<file path="config.mk">
export PLATFORM = sky130hd
export DESIGN_NAME = pico_sim
export DESIGN_NICKNAME = d
export VERILOG_FILES = /design/src/rtl/pico_sim.sv
export SDC_FILE = /design/constraint.sdc
export NUM_CORES = 1
export LEC_CHECK = 0
export CAP_MARGIN = 20
export CELL_PAD_IN_SITES_DETAIL_PLACEMENT = 1
export CELL_PAD_IN_SITES_GLOBAL_PLACEMENT = 1
export CORE_AREA = 2 2 306 308
export DETAILED_ROUTE_END_ITERATION = 7
export DIE_AREA = 0 0 308 310
export PLACE_DENSITY_LB_ADDON = 0.2
export SKIP_LAST_GASP = 1
export SLEW_MARGIN = 20
export SYNTH_ARGS = -nofsm -noshare
export SYNTH_HDL_FRONTEND = slang
export SYNTH_SLANG_ARGS = --single-unit
</file>
<file path="constraint.sdc">
create_clock -name PicoClk -period 5.7 [get_ports PicoClk]
set_input_delay 0.855 -clock PicoClk [delete_from_list [all_inputs] [get_ports PicoClk]]
set_output_delay 0.855 -clock PicoClk [all_outputs]
set_load 0.03 [all_outputs]
</file>
<file path="src/rtl/pico_sim.sv">
// PicoBus register slave for the M503 QDRII traffic-generator system.
// Drives the global QDRII reset and exposes cal, error and capture data.
module pico_sim #(
  parameter logic [31:0] BASE_ADDR = 32'h12350000,
  parameter int          NUM_QDRII = 3,
  parameter logic [31:0] SIGNATURE = 32'h55AA55AA
) (
  input  logic                      PicoClk,
  input  logic                      PicoRst,
  input  logic [31:0]               PicoAddr,
  input  logic [127:0]              PicoDataIn,
  input  logic                      PicoWr,
  input  logic                      PicoRd,
  output logic [127:0]              PicoDataOut,
  output logic                      qdr_rst,
  input  logic [16*NUM_QDRII-1:0]   cal_done,
  input  logic [16*NUM_QDRII-1:0]   err_flags,
  input  logic [128*NUM_QDRII-1:0]  rd_data,
  input  logic [NUM_QDRII-1:0]      rd_data_valid
);

  localparam int CW = 16 * NUM_QDRII;

  localparam logic [31:0] CTRL_A = BASE_ADDR;
  localparam logic [31:0] SIG_A  = BASE_ADDR + 32'h10;
  localparam logic [31:0] ERR_A  = BASE_ADDR + 32'h20;
  localparam logic [31:0] DATA_A = BASE_ADDR + 32'h40;

  logic          rst_bit;
  logic [CW-1:0] err_q;
  logic [127:0]  data_q [NUM_QDRII];
  logic [127:0]  rd_val;

  always_ff @(posedge PicoClk) begin
    if (PicoRst)
      rst_bit <= 1'b0;
    else if (PicoWr && PicoAddr == CTRL_A)
      rst_bit <= PicoDataIn[64];
  end

  assign qdr_rst = rst_bit;

  // clear takes priority over a same-cycle error pulse
  always_ff @(posedge PicoClk) begin
    if (PicoRst || rst_bit)
      err_q <= '0;
    else
      err_q <= err_q | err_flags;
  end

  always_ff @(posedge PicoClk) begin
    for (int i = 0; i < NUM_QDRII; i++) begin
      if (PicoRst)
        data_q[i] <= '0;
      else if (rd_data_valid[i])
        data_q[i] <= rd_data[128*i +: 128];
    end
  end

  always_comb begin
    rd_val = '0;
    if (PicoAddr == CTRL_A) begin
      rd_val[CW-1:0] = cal_done;
      rd_val[64]     = rst_bit;
    end else if (PicoAddr == SIG_A) begin
      rd_val[31:0] = SIGNATURE;
    end else if (PicoAddr == ERR_A) begin
      rd_val[CW-1:0] = err_q;
    end else begin
      for (int i = 0; i < NUM_QDRII; i++) begin
        if (PicoAddr == DATA_A + 32'(i) * 32'h20)
          rd_val = data_q[i];
      end
    end
  end

  always_ff @(posedge PicoClk) begin
    if (PicoRst)
      PicoDataOut <= '0;
    else if (PicoRd)
      PicoDataOut <= rd_val;
    else
      PicoDataOut <= '0;
  end

endmodule

</file>
# After elaboration in Yosys (flattened, before gate mapping)
# Memories as Yosys holds them, arrays and structs flattened.
# Index checks and enable logic that the tools add are counted.
# op_classes
n_eq_ne,6
mux,23
bitwise_logic,5
reduce_logical,4
# ops
op,count
128-bit 2-to-1 mux,6
32-bit by 29-bit == test with 1-bit output (second input constant),6
48-bit 2-to-1 mux,2
48-bit bitwise OR,1
33-bit 2-to-1 mux,1
32-bit 2-to-1 mux,1
17-bit 2-to-1 mux,1
1-bit 2-to-1 mux,12
5-bit OR reduction,1
1-bit bitwise OR,3
2-bit OR reduction,1
1-bit logical AND,1
1-bit logical OR,1
1-bit NOT,1
# totals
reg_bits,177
mem_bits_rw,384
inputBits,647
output_inout_bits,129
wordCells,43
n_memories,1
# memory_table
name,words,word_bits,read_ports,rd_ports_with_merged_regs,write_ports,line_no,source
data_q,3,128,3,0,3,31,logic [127:0] data_q [NUM_QDRII];

# Logic depth before layout (Yosys ltp)
# Gate-level depths: netlist of run 1.
# depth
depth_word,7
ltp_mapped,8
mapped_depth_nobuf,5

# Worst setup path after synthesis of run 1
# Ideal clock, no wire load.
# synth_timing
path_type,input to register
from,input rd_data_valid[0]
to,"memory data_q[0][0], enable pin"
setup_ns,0.433
arrival_ns,2.437
required_ns,5.267
path_slack_ns,2.830
stages,1
path_buffers,0
path_cell_list,or2_2
# synth_lines
item,line_no,source
from (decl),19,input logic [NUM_QDRII-1:0] rd_data_valid
to (decl),31,

# Final worst setup path of run 1
# layout_timing
from,input PicoAddr[31]
to,register PicoDataOut[40]
# layout_via
elab_chain_len,7
elab_cells_between_ends,12
classes_between,eq/ne (6); mux (6)
# layout_rtl
item,line_no,source
from (decl),10,"input logic [31:0] PicoAddr,"
32-bit by 29-bit == test with 1-bit output,71,if (PicoAddr == DATA_A + 32'(i) * 32'h20)
128-bit 2-to-1 mux (3 in series),71,
48-bit 2-to-1 mux,67,end else if (PicoAddr == ERR_A) begin
33-bit 2-to-1 mux,65,end else if (PicoAddr == SIG_A) begin
48-bit 2-to-1 mux *,62,if (PicoAddr == CTRL_A) begin
to (signal assigned),81,PicoDataOut <= rd_val;
to (decl),14,"output logic [127:0] PicoDataOut,"
# Every way passes the cells marked *; elsewhere a longest branch is shown, timed or not.
# A chain may end at the register's enable or synchronous reset.

==> metrics.md, run 1 <==
| Metric | Value |
|---|---|
| Most frequent cells in the layout | `clkdlybuf4s50_1 (647), and2_1 (384), edfxtp_1 (384)` |
| Final Instance Count excl. Fillers | `3491` |
| Iter 0 DRT Violations | `1100` |
| Leakage | `0.01138 uW` |
| Slew HR | `0.2644` |
| CTS root buffer | `clkbuf_16` |
| Core Area | `0.09249 mm2` |
| Crit. End Element | `register` |
| Fin Setup TNS | `0 ns` |
| Crit path time final | `3.585 ns` |
| Area of the die | `0.09548 mm2` |
| Number of synthesized register bits | `561` |
| CTS Sinks | `561` |
| Worst-margin pin slew | `1.103 ns` |
| First-pass GRT wire length | `116900 um` |
| Run status | `completed` |
| I/O Pins | `776` |
| Ratio of cells with drive above 1 in the final layout | `0.07669` |
| Post-synth net total | `2247` |
| Crit path required time | `6.19 ns` |
| Post-synth ARST share | `0` |
| Cell family with most CP delay | `simple AND/OR/NAND/NOR gates` |
| Footprint of the multi-input gates | `0.006202 mm2` |
| Fin Hold WS | `0.4521 ns` |
| # DRC | `0` |
| Critical Path Fanout Max | `31` |
| Detailed Place HPWL | `54560 um` |
| Routed Antenna Nets | `0` |
| Count of unique library cells instantiated by Yosys | `38` |
| Hold-fix buffers, CTS | `0` |
| Via count | `15560` |
| Buf/Inv on CP | `1` |
| Most used DFF post-synth | `edfxtp_1` |
| Clock skew | `0.02602 ns` |
| CTS Buf Count | `69` |
| Die H | `310 um` |
| Critical-path cell list | `clkdlybuf4s50_1 -> or4b_1 -> nor4_4 -> nand4b_4 -> nand2b_2 -> o22ai_1` |
| Gate Count Post-Synth | `1600` |
| Initial core utilization | `0.2345` |
| Leading cell type in the layout, fill and taps excluded | `clkdlybuf4s50_1` |
| Reg area | `0.01507 mm2` |
| Chip width | `308 um` |
| Final period utilization | `0.6290` |
| Final net count | `2873` |
| Synth top area cells | `edfxtp_1 (53%), dfxtp_1 (16%), and2_1 (11%)` |
| Routed len/inst | `23.72 um` |
| Crit start category | `input pin` |
| Area growth syn-to-layout | `46.67%` |
| Pins over their slew limit | `0` |
| Worst VDD drop | `0.1653 mV` |
| Sequential area share after synthesis | `0.6951` |
| Clk_lat worst skew | `0.60 ns` |
| EDFF count, synth | `384` |
| F_max | `0.2789 GHz` |
| GRT Total Usage | `0.1679` |
| Drt first pass iters | `7` |
| Routed WL | `82800 um` |
| Netlist Area Pre-Place | `0.02169 mm2` |
| # rows | `112` |
| Layout fillers | `9851` |
| Number of global-route vias before repair | `16820` |
| HP Class | `register to register` |
| Setup violators final | `0` |
| Number of synthesis warnings | `0` |
| Worst path max stage delay | `0.90 ns` |
| Dominant cell type by area after synthesis | `edfxtp_1` |
| Placed insts | `3351` |
| H-tree levels | `3` |
| Top cell type's share of synthesized area | `0.5317` |
| Post-CTS Repair Setup Buffers | `0` |
| WS Path Type | `input pin to register` |
| Largest net degree at the start of global routing | `129` |
| Slowest-stage cell, CP | `nand2b_2` |
| CTS clk-pin slew, worst paths | `0.06 ns` |
| Routability cong. | `0.7636` |
| Number of cells upsized or downsized after cts | `0` |
| Hold Vio Cnt, Final | `0` |
| Worst EP arrival | `4.08 ns` |
| Cell Area, Placed | `0.02957 mm2` |
| Design Area, Final | `0.03181 mm2` |
| CTS tree | `yes` |
| Syn_area_per_cell | `13.55 um2` |
| Port Buffer Count | `648` |
| Setup repair after global routing missed its margin | `no` |
| Initial antenna violation count | `33` |
| Grt ovf | `0` |
| Total power per unit cell area | `306.7 mW/mm2` |
| Vias per cell | `4.458` |
| Max Cap Viol | `0` |
| Clock Path Buffers | `3` |
[worst register-to-register path, delay by kind of cell, from the launching register on]
kind                   cells  cell delay (ns)
buffers and inverters      2             0.50
and+or+nand+nor            1             0.48
AOI/OAI and AO/OA          1             0.16
DFF                        1             0.35
[area by class of cell]
type | count | area share
multi-input combinational | 915 | 0.1950
tap | 1197 | 0.04709
clock buffer | 113 | 0.06428
sequential | 561 | 0.4739
clock inverter | 14 | 0.004091
timing repair buffer | 679 | 0.2147
antenna | 12 | 0.0009441
[per-stage QoR]
stage | worst slack, ns | total power, uW | util
floorplan | 2.830 | 5044 | -
global placement | 1.490 | 5573 | 0.3198
detailed placement | 1.381 | 5597 | 0.3198
CTS | 2.020 | 9937 | 0.3433
global route | 1.911 | 10150 | 0.3437
finish | 2.115 | 9755 | 0.3439
[worst paths after layout]
path / start / to / slack, ns / cells after the start
worst max-delay path: PicoAddr[31] / PicoDataOut[40] / 2.11 / 6
worst min-delay path: err_q[47] / err_q[47] / 0.45 / 1
worst max register to register: qdr_rst / err_q[2] / 4.15 / 4
worst min register to register: err_q[47] / err_q[47] / 0.45 / 1
[synth_stat cells (2+ instances only)]
library cell	count
nand2_1	20
mux2i_1	32
o21a_1	48
edfxtp_1	384
a211oi_1	12
a2111oi_0	4
mux2_2	33
dfxtp_1	177
nand3_1	2
or4b_1	2
nor2_1	110
o22ai_1	35
o21ai_0	13
a22oi_1	31
nand2b_1	18
and2_1	386
a222oi_1	80
buf_2	2
nor3_1	2
nor4b_1	12
nor2b_1	17
a21oi_1	34
o21bai_1	4
clkbuf_1	112
buf_6	2
nor3b_1	4
nor4_1	4
or2_2	3
buf_1	8
[sequential cells by signal (all words and copies together) (netlist names)]
| signal | flops |
|---|---|
| PicoDataOut | 128 |
| qdr_rst | 1 |
| err_q | 48 |
| data_q | 384 |
[routing by layer]
layer / GRT usage / up-vias / wire (um)
li1: - / 7131 / -
met1: 0.1973 / 7700 / 33070
met2: 0.2903 / 567 / 40810
met3: 0.05892 / 128 / 7110
met4: 0.04504 / 36 / 1561
met5: 0 / - / 247
[power breakdown]
part           switching, uW  internal, uW
sequential              81.0          4620
combinational            324           468
clock                   1760          2510
[logic make-up (layout without fill, tap and decap cells)]
kind of cell	count (synthesis)	in the layout	synth area share
other cells	0	12	0
mux	65	65	0.03191
compound gates	263	263	0.09307
buf+inv	124	806	0.02227
simple gates	587	587	0.1576
flops	561	561	0.6951
Power figures use the tool's default switching activity.
==> run 2, diff against run 1 <==
Settings changed: CORE_AREA 2 2 306 308 to 2 2 305 307, DIE_AREA 0 0 308 310 to 0 0 307 309.
Clock period 5.7 ns to 3.01 ns, I/O delays scaled along.
==> run 2 against run 1 <==
Non-clock buffer count up 28. First-iteration DRC count down 9.4%. Routed wire length up 1.2%. Sequential power up 89%. Die area down 0.65%. Largest cell class unchanged. Sequential cell count unchanged. Global-route usage up 0.46 points. Critical endpoint is now PicoDataOut[3].
==> metrics.md, run 2 (same netlist as run 1, synthesis figures left out) <==
| Metric | Value |
|---|---|
| Initial core utilization | `0.2373 (was 0.2345)` |
| Grt ovf | `0 (unchanged)` |
| Top flop regs | `data_q (384), PicoDataOut (128), err_q (48) (unchanged)` |
| Iter 0 DRT Violations | `997 (was 1100)` |
| Hold Vio Cnt, Final | `0 (unchanged)` |
| Leading cell type in the layout, fill and taps excluded | `clkdlybuf4s50_1 (unchanged)` |
| CTS tree | `yes (unchanged)` |
| Initial antenna violation count | `32 (was 33)` |
| Reg-to-Reg Start | `data_q[1][3] (was qdr_rst)` |
| Worst-margin pin slew | `0.8083 ns (was 1.103 ns)` |
| Routed len/inst | `23.88 um (was 23.72 um)` |
| Worst VDD drop | `0.3247 mV (was 0.1653 mV)` |
| Fin Hold WS | `0.4265 ns (was 0.4521 ns)` |
| CTS Buf Count | `69 (unchanged)` |
| Via count | `15690 (was 15560)` |
| CTS Sinks | `561 (unchanged)` |
| HP Class | `input pin to register (was register to register)` |
| Flop2flop setup slack | `1.68 ns (was 4.15 ns)` |
| WHS Endpoint | `err_q[27] (was err_q[47])` |
| Routed Antenna Nets | `0 (unchanged)` |
| Critical Path Fanout Max | `25 (was 31)` |
| Chip width | `307 um (was 308 um)` |
| Pins over their slew limit | `0 (unchanged)` |
| Final Worst Setup Slack | `0.6803 ns (was 2.115 ns)` |
| Final net count | `2901 (was 2873)` |
| First-pass GRT wire length | `119400 um (was 116900 um)` |
| WS Path Type | `input pin to register (unchanged)` |
| Footprint of the multi-input gates | `0.006202 mm2 (unchanged)` |
| Number of cells upsized or downsized after cts | `0 (unchanged)` |
| Area growth syn-to-layout | `48.70% (was 46.67%)` |
| Crit path time final | `2.330 ns` |
| Crit start category | `input pin (unchanged)` |
| Die H | `309 um (was 310 um)` |
| Port Buffer Count | `648 (unchanged)` |
| I/O Pins | `776 (unchanged)` |
| Layout fillers | `9691 (was 9851)` |
| Most flops, register | `data_q (unchanged)` |
| Total power per unit cell area | `574.5 mW/mm2 (was 306.7 mW/mm2)` |
| Number of global-route vias before repair | `17430 (was 16820)` |
| GRT Total Usage | `0.1725 (was 0.1679)` |
| F_max | `0.4292 GHz` |
| WHS Path Cells | `2 (was 1)` |
| Setup repair after global routing missed its margin | `no (unchanged)` |
| H-tree levels | `3 (unchanged)` |
| Slew HR | `0.4612 (was 0.2644)` |
| Clk_lat worst skew | `0.60 ns (about the same)` |
| Detailed Place HPWL | `57300 um (was 54560 um)` |
| Final period utilization | `0.7740` |
| Post-CTS Repair Setup Buffers | `0 (unchanged)` |
| Core Area | `0.09139 mm2 (was 0.09249 mm2)` |
| CTS root buffer | `clkbuf_16 (unchanged)` |
| Clock Path Buffers | `3 (unchanged)` |
| Total Power | `18520 uW (was 9755 uW)` |
| Ratio of cells with drive above 1 in the final layout | `0.08698 (was 0.07669)` |
| Leakage | `0.01160 uW (was 0.01138 uW)` |
| Worst EP arrival | `2.78 ns (was 4.08 ns)` |
| Routed WL | `83810 um (was 82800 um)` |
| Reg area | `0.01507 mm2 (unchanged)` |
| Largest net degree at the start of global routing | `96 (was 129)` |
| Routability cong. | `0.7742 (was 0.7636)` |
| RR Endpoint | `PicoDataOut[3] (was err_q[2])` |
| Max Cap Viol | `0 (unchanged)` |
| Hold Crit Start | `err_flags[27] (was err_q[47])` |
| Reg2reg path depth | `4 (unchanged)` |
| CTS clk-pin slew, worst paths | `0.06 ns (about the same)` |
| Max FFs per register | `384 (unchanged)` |
| Area of the die | `0.09486 mm2 (was 0.09548 mm2)` |
| Fin Setup TNS | `0 ns (unchanged)` |
| Setup violators final | `0 (unchanged)` |
| # rows | `111 (was 112)` |
| Clock skew | `0.02415 ns (was 0.02602 ns)` |
| # DRC | `0 (unchanged)` |
| Crit. End Element | `register (unchanged)` |
| Hold-fix buffers, CTS | `0 (unchanged)` |
| Most frequent cells in the layout | `clkdlybuf4s50_1 (647), and2_1 (384), edfxtp_1 (384) (unchanged)` |
| Crit path required time | `3.46 ns (was 6.19 ns)` |
| Drt first pass iters | `8 (was 7)` |
| Pre-CTS setup slack | `0.05784 ns (was 1.381 ns)` |
| Vias per cell | `4.470 (was 4.458)` |
| Run status | `completed (unchanged)` |
run 2: routing by layer:
| layer | wire, um | part of all wire | track usage |
|---|---|---|---|
| met1 | 33450 | 0.40 | 0.1999 |
| met2 | 41270 | 0.49 | 0.3005 |
| met3 | 7096 | 0.085 | 0.06180 |
| met4 | 1678 | 0.020 | 0.04719 |
| met5 | 318 | 0.0038 | 0 |
run 2: area by class of cell:
class	instances	area share
Clock buffer	102	0.05995
Clock inverter	26	0.007799
Sequential cell	561	0.4675
Multi-Input combinational cell	915	0.1923
Timing Repair Buffer	707	0.2254
Antenna cell	13	0.001009
Tap cell	1186	0.04602
run 2: power by group:
group,switching [uW],internal (uW)
sequential,155,8740
combinational,631,925
clock,3390,4680
run 2: critical path: stages:
cell	delay, ns
clkdlybuf4s50_1	0.43
or4b_1	0.57
nor4_4	0.27
buf_4	0.18
nand4b_4	0.15
buf_4	0.28
a2111oi_0	0.44
run 2: how the worst max path moves through the flow:
stage                                 from               to  slack [ns]  cells past startpoint
after floorplan           rd_data_valid[0]     data_q[0][0]        0.54                      1
after detailed placement      PicoAddr[31]   PicoDataOut[7]        0.06                      7
after global placement        PicoAddr[27]  PicoDataOut[12]        0.17                      7
after CTS                  PicoDataOut[59]  PicoDataOut[59]        0.61                      1
final                         PicoAddr[30]   PicoDataOut[3]        0.68                      7
after global routing          PicoAddr[30]   PicoDataOut[7]        0.49                      7
run 2: stage by stage:
| stage | area [um2] | instances | util |
|---|---|---|---|
| floorplan | 21690 | 1600 | - |
| global route | 32220 | 3501 | 0.3526 |
| CTS | 32210 | 3497 | 0.3525 |
| detailed placement | 30030 | 3369 | 0.3286 |
| global placement | 30030 | 3369 | 0.3286 |
| finish | 32250 | 3510 | 0.3529 |
